## src/rtl/shift_req_scheduler.sv

```systemverilog
// Round-robin scheduler sharing one right barrel shifter between requesters.
// The result is held in a single registered output slot with valid/ready.
module shift_req_scheduler #(
    parameter int DATA_WIDTH = 10,
    parameter int SA_WIDTH   = $clog2(DATA_WIDTH),
    parameter int NUM_REQ    = 2,
    parameter int ID_WIDTH   = $clog2(NUM_REQ)
) (
    input  logic                           i_clk,
    input  logic                           i_rst,
    input  logic [NUM_REQ-1:0]             i_req_valid,
    output logic [NUM_REQ-1:0]             o_req_ready,
    input  logic [NUM_REQ*DATA_WIDTH-1:0]  i_req_data,
    input  logic [NUM_REQ*SA_WIDTH-1:0]    i_req_sa,
    input  logic [NUM_REQ-1:0]             i_req_st,
    output logic                           o_rsp_valid,
    input  logic                           i_rsp_ready,
    output logic [DATA_WIDTH-1:0]          o_rsp_data,
    output logic [ID_WIDTH-1:0]            o_rsp_id
);

    logic                         rsp_valid_q;
    logic [DATA_WIDTH-1:0]        rsp_data_q;
    logic [ID_WIDTH-1:0]          rsp_id_q;
    logic [ID_WIDTH-1:0]          ptr_q;
    logic [ID_WIDTH-1:0]          ptr_d;

    logic                         slot_free;
    logic                         gnt_found;
    logic [ID_WIDTH-1:0]          gnt_id;
    logic                         accept;
    int                           scan_idx;
    int                           nxt_idx;
    int                           sel_idx;

    logic [DATA_WIDTH-1:0]        sel_data;
    logic [SA_WIDTH-1:0]          sel_sa;
    logic                         sel_st;
    logic signed [DATA_WIDTH:0]   sh_ext;
    logic signed [DATA_WIDTH:0]   sh_res;
    logic [DATA_WIDTH-1:0]        shift_result;

    assign slot_free = !rsp_valid_q || i_rsp_ready;
    assign accept    = gnt_found && slot_free;

    // Find the first valid requester starting at the priority pointer.
    always_comb begin
        gnt_found = 1'b0;
        gnt_id    = '0;
        scan_idx  = 0;
        for (int i = 0; i < NUM_REQ; i++) begin
            scan_idx = int'(ptr_q) + i;
            if (scan_idx >= NUM_REQ) begin
                scan_idx = scan_idx - NUM_REQ;
            end
            if (!gnt_found && i_req_valid[scan_idx]) begin
                gnt_found = 1'b1;
                gnt_id    = ID_WIDTH'(scan_idx);
            end
        end
    end

    // Grant is one-hot and only offered when the output slot can take it.
    always_comb begin
        o_req_ready         = '0;
        o_req_ready[gnt_id] = accept;
    end

    // Route the granted operands into the shared shifter.
    always_comb begin
        sel_idx      = int'(gnt_id);
        sel_data     = i_req_data[sel_idx*DATA_WIDTH +: DATA_WIDTH];
        sel_sa       = i_req_sa[sel_idx*SA_WIDTH +: SA_WIDTH];
        sel_st       = i_req_st[sel_idx];
        sh_ext       = {sel_st & sel_data[DATA_WIDTH-1], sel_data};
        sh_res       = sh_ext >>> sel_sa;
        shift_result = sh_res[DATA_WIDTH-1:0];
    end

    // Pointer moves to the requester after the one just accepted.
    always_comb begin
        nxt_idx = int'(gnt_id) + 1;
        if (nxt_idx >= NUM_REQ) begin
            nxt_idx = 0;
        end
        ptr_d = accept ? ID_WIDTH'(nxt_idx) : ptr_q;
    end

    // Output slot and arbitration pointer state.
    always_ff @(posedge i_clk) begin
        if (i_rst) begin
            rsp_valid_q <= 1'b0;
            rsp_data_q  <= '0;
            rsp_id_q    <= '0;
            ptr_q       <= '0;
        end else begin
            ptr_q <= ptr_d;
            if (accept) begin
                rsp_valid_q <= 1'b1;
                rsp_data_q  <= shift_result;
                rsp_id_q    <= gnt_id;
            end else if (i_rsp_ready) begin
                rsp_valid_q <= 1'b0;
            end
        end
    end

    assign o_rsp_valid = rsp_valid_q;
    assign o_rsp_data  = rsp_data_q;
    assign o_rsp_id    = rsp_id_q;

endmodule

```

## config.mk

```make
export PLATFORM = sky130hd
export DESIGN_NAME = shift_req_scheduler
export DESIGN_NICKNAME = d
export VERILOG_FILES = /design/src/rtl/shift_req_scheduler.sv
export SDC_FILE = /design/constraint.sdc
export NUM_CORES = 1
export LEC_CHECK = 0
export BUFFER_PORTS_ARGS = -buffer_cell sky130_fd_sc_hd__clkbuf_2
export CAP_MARGIN = 20
export CELL_PAD_IN_SITES_DETAIL_PLACEMENT = 1
export CELL_PAD_IN_SITES_GLOBAL_PLACEMENT = 1
export CORE_UTILIZATION = 36
export DETAILED_ROUTE_END_ITERATION = 10
export HOLD_SLACK_MARGIN = 0.02
export PLACE_DENSITY_LB_ADDON = 0.1
export SYNTH_ARGS = -nofsm -noshare
export SYNTH_HDL_FRONTEND = slang
export SYNTH_SLANG_ARGS = --single-unit
export TNS_END_PERCENT = 20
```

## constraint.sdc

```tcl
create_clock -name i_clk -period 2.2 [get_ports i_clk]
set_input_delay 0.66 -clock i_clk [delete_from_list [all_inputs] [get_ports i_clk]]
set_output_delay 0.66 -clock i_clk [all_outputs]
set_load 0.1 [all_outputs]
```

Word-level counts from Yosys, hierarchy flattened
Index checks and enable logic that the tools add are counted.
- word-level logic and storage cells: 48
- output and inout bits: 14
- register bits: 13
- reduce and logical (&&, ||, !) cells: 7
- $lt $le $gt $ge: 8
- add/subtract/negate cells: 4
- bitwise gates (word level): 2
- shift operators: 3
- multipliers: 1
- multiplexer cells: 19
- operators by type and width (cell ; count):
    32-bit by 3-bit less-than comparator with 1-bit output (second input constant) ; 2
    32-bit two-way mux ; 2
    20-bit by 6-bit variable part select with 10-bit output ; 1
    1-bit two-way mux ; 16
    11-bit by 4-bit >>> shifter with 10-bit output ; 1
    8-bit by 4-bit variable part select with 4-bit output ; 1
    1-bit by 1-bit adder with 2-bit output (second input constant) ; 2
    2-bit >= comparator (second input constant) ; 2
    1-bit by 2-bit less-than comparator with 1-bit output (second input constant) ; 2
    1-bit by 3-bit multiplier with 4-bit output (second input constant) ; 1
    1-bit logical AND ; 3
    1-bit by 2-bit subtractor with 3-bit output (second input constant) ; 1
    2-bit by 2-bit subtractor with 3-bit output (second input constant) ; 1
    2-bit AND ; 1
    1-bit by 2-bit >= comparator with 1-bit output (second input constant) ; 1
    1-bit zero test ; 2
    2-bit nonzero test ; 1
    1-bit AND ; 1
    1-bit demux with 1-bit select ; 1
    1-bit >= comparator (second input constant) ; 1
    1-bit logical OR ; 1

Longest topological paths before layout
- depth in word-level cells: 14
- depth in mapped cells: 6
- gate-level depth less buffers: 5

Worst setup path after synthesis
OpenSTA, ideal clock, no wires.
- path type: in2out
- start: input i_req_valid[1]
- end: output o_req_ready[0]
- path slack: -0.920 ns
- path buffers: 2
- data arrival time: 2.460 ns
- cell stages on the path: 4
- path through: buf_4 buf_2 o21ai_1 nor2_1
- word-level cells in the longest chain between the ends: 12
- ends and longest elaborated chain (element ; line ; RTL):
    from (decl) ; 11 ; input logic [NUM_REQ-1:0] i_req_valid,
    1-bit two-way mux (implied by the code) (3 in series) ; 56 ; if (!gnt_found && i_req_valid[scan_idx]) begin
    1-bit two-way mux ; 56 ;
    1-bit zero test ; 56 ;
    1-bit logical AND ; 56 ;
    1-bit two-way mux ; 56 ;
    1-bit by 2-bit less-than comparator with 1-bit output (implied by the code) or 1-bit >= comparator (tied branches) ; 66 ; o_req_ready[gnt_id] = accept;
    1-bit logical AND (implied by the code) ; 66 ;
    1-bit two-way mux (implied by the code) ; 66 ;
    1-bit demux with 1-bit select ; 66 ;
    2-bit AND (no line) * ; - ;
    to (decl) ; 12 ; output logic [NUM_REQ-1:0] o_req_ready,
Every way passes the cells marked *; elsewhere a longest branch is shown, timed or not. The select of a mux whose other input is x is not followed.

Worst setup path after layout
- start: input i_req_valid[0]
- end: output o_req_ready[1]
Same word-level chain as after synthesis.

==> qor.yml <==
timing:
  final_hold_viol_count: 0
  setup_tns_ns: 0
  rsz0062_at_grt: "no"
  setup_viol_count_final: 0
  slew_violations: 0
  relSlewSlack: 0.574
  tightest_slew_ns: 0.633
  fin_hold_ws_ns: 0.461
  min_period_over_period: 0.972
  min_period_ns: 2.14
  clock.fmax_ghz: 0.468
  finClkSkew_ns: 0.000887
global_routing:
  grt_usage: 0.251
  grt_pass1_wl_microns: 7980
  antenna_found_initial: 0
  overflow: 0
  grt_max_degree: 16
  grt_pass1_vias: 1632
synthesis:
  ys_seq_area_frac: 0.185
  syn_area_per_cell_sq_um: 8.54
  yosysTopAreaCell: "dfxtp_1"
  ys_seq_elements: 13
  synth_edf_count: 0
  synth.distinct_cells: 47
  synthesis.nets: 200
  netlist_area_sq_um: 1410
  yosys-top-cells-area: "dfxtp_1, mux4_2, mux2i_1"
  yosysWarnings: 0
  synth_ff_type: "dfxtp_1"
  netlist_instances: 165
  async_flop_share: 0
  yosys.area.top_type_share: 0.185
final_layout:
  fin_cells: 271
  diodes: 0
  final_nets: 259
  area_delta_synth_final_pct: 31.5
  layout-drive-gt1-share: 0.408
  finalInstanceArea_sq_um: 1850
  postLayoutCoreUtil: 0.499
cts:
  path_clk_slew_ns: 0.05
  cts_tree: "done"
  cts_hold_buf: 0
  post_cts.repair.setup_buffers: 0
  cts_buffers: 3
  clk_latency_ns: 0.24
  cts_sinks: 13
  clock_tree.root_cell: "clkbuf_8"
  clockBufferDepth: 2
  post_cts_resized: 0
  htreeDepth: 1
die:
  io_pins: 49
  dieWidth_microns: 64.6
  core.rowCount: 22
  start_util: 0.379
  die_h_microns: 64.6
  core_sq_um: 3720
  die-area_sq_um: 4170
power:
  p_leak_nw: 0.790
  pwr-share-seq: 0.264
  intPower_mw: 0.559
  comb_power_share: 0.530
  power_switching_mw: 0.470
  powerDensity_nw_per_um2: 556
  switching_share: 0.457
  clkPwrFrac: 0.206
  irDropWorstVdd_mv: 0.191
setup_path:
  path_delay_family: "simple AND/OR/NAND/NOR gates"
  worst_ep_arrival_time_ns: 1.48
  crit_chain: "clkbuf_2, nand2b_4, nand2_4, nor2_4, buf_12"
  crit_slowest_cell: "nand2b_4"
  slowest_delay_ns: 0.19
  crit_type: "input port to primary output"
  cp-start-kind: "input port"
  critPathMaxFanout: 13
  critical_path.endpoint_type: "primary output"
  cp.buffers_inverters: 2
  required_ns: 1.54
detailed_routing:
  vias_per_cell: 5.90
  drc_errors: 0
  detail_route.iter0.violations: 73
  routed_wl_microns: 4830
  dr_total_vias: 1599
  post_drt_wl_per_cell_microns: 17.8
  ant_nets: 0
  first_pass_iters: 4
placed_design:
  placed_cell_area_sq_um: 1810
  dp_hpwl_microns: 4040
  gp_congestion: 0.998
  post-place-cells: 267
  port_buffers: 48
hold_path:
  hp-class: "register to register"
status:
  outcome: "finished, final reports clean"
run:
  maxCapViolCount: 0
## power by group through the flow
stage / sequential (mW) / clock, mW / combinational (mW)
2_1_floorplan: 0.425 / 0 / 0.241
3_3_place_gp: 0.275 / 0 / 0.532
3_5_place_dp: 0.278 / 0 / 0.543
4_1_cts: 0.273 / 0.217 / 0.545
5_1_grt: 0.275 / 0.220 / 0.578
6_report: 0.272 / 0.212 / 0.546
## flip-flops by register name (all words and copies together) (netlist names)
signal and flops:
o_rsp_data 10, o_rsp_id 1, o_rsp_valid 1, ptr_q 1
## through the flow
| step | power, mW | worst slack [ns] |
|---|---|---|
| after detailed placement | 0.820 | -0.0142 |
| after floorplan | 0.666 | -0.188 |
| after global routing | 1.07 | 0.0174 |
| after CTS | 1.03 | 0.0660 |
| final | 1.03 | 0.0611 |
| after global placement | 0.807 | 0.0383 |
## worst reg2reg max path, stage by stage, from the launching register on
cell	delay (ns)
dfxtp_1	0.43
nand2b_4	0.28
nand2_4	0.16
nor4b_1	0.37
buf_4	0.18
a2111oi_2	0.05
o41ai_2	0.31
## path summary, 6_finish.rpt
| path | from | endpoint | slack [ns] | cells past startpoint |
|---|---|---|---|---|
| worst max-delay path | i_req_valid[0] | o_req_ready[1] | 0.06 | 5 |
| worst min-delay path | o_rsp_data[9] | o_rsp_data[9] | 0.46 | 2 |
| worst max register to register | ptr_q | o_rsp_data[1] | 0.34 | 6 |
| worst min register to register | o_rsp_data[9] | o_rsp_data[9] | 0.46 | 2 |
## layer usage
layer,track usage,wire length (microns),vias up
met1,0.310,2070,766
met3,0.0158,206,9
met4,0.0972,106,0
met2,0.450,2440,54
li1,-,-,770
met5,0,0,-
## cells in the mapped netlist (3+ instances only)
library cell	instances
nor2_1	18
dfxtp_1	13
mux2i_1	10
nor2b_1	8
a21oi_1	7
o21ai_0	7
a211oi_1	6
mux4_2	6
nand2_1	6
a221oi_1	5
buf_2	5
nor4_1	5
o21ai_1	5
a311oi_1	4
inv_1	4
mux2_2	4
nand3b_1	4
nor3_1	4
o31ai_1	4
and3_1	3
nand3_1	3
## cells in the final DEF (no fill, tap or decap), types with 2 or more instances in the layout
master	count
a2111oi_1	2
a2111oi_2	2
a211oi_1	6
a21boi_0	2
a21oi_1	7
a221oi_1	5
a311oi_1	4
and2_1	2
and3_1	3
buf_12	2
buf_4	15
clkbuf_2	46
clkbuf_8	3
dfxtp_1	13
inv_1	4
mux2_2	4
mux2i_1	10
mux4_2	6
nand2_1	6
nand2b_1	2
nand3_1	3
nand3b_1	4
nor2_1	16
nor2_4	2
nor2b_1	8
nor3_1	4
nor4_1	5
o2111ai_1	2
o21ai_0	7
o21ai_1	5
o31ai_1	4
o41ai_2	2
## cell type report
cell class	count	area, sq um
clock buffers	4	45.0
fillers	482	1860
inverters	4	15.0
multi-input cells	139	1090
flip-flops and latches	13	260
well taps	48	60.1
repair buffers	63	383
## cells by family (layout without fill, tap and decap cells)
family	after synthesis	after routing	share of synthesized area
AO/OA/AOI/OAI	54	54	0.297
buffers and inverters	13	71	0.0524
flip-flops	13	13	0.185
AND/OR/NAND/NOR	65	65	0.267
multiplexers	20	20	0.199
(Power assumes the default switching activity.)
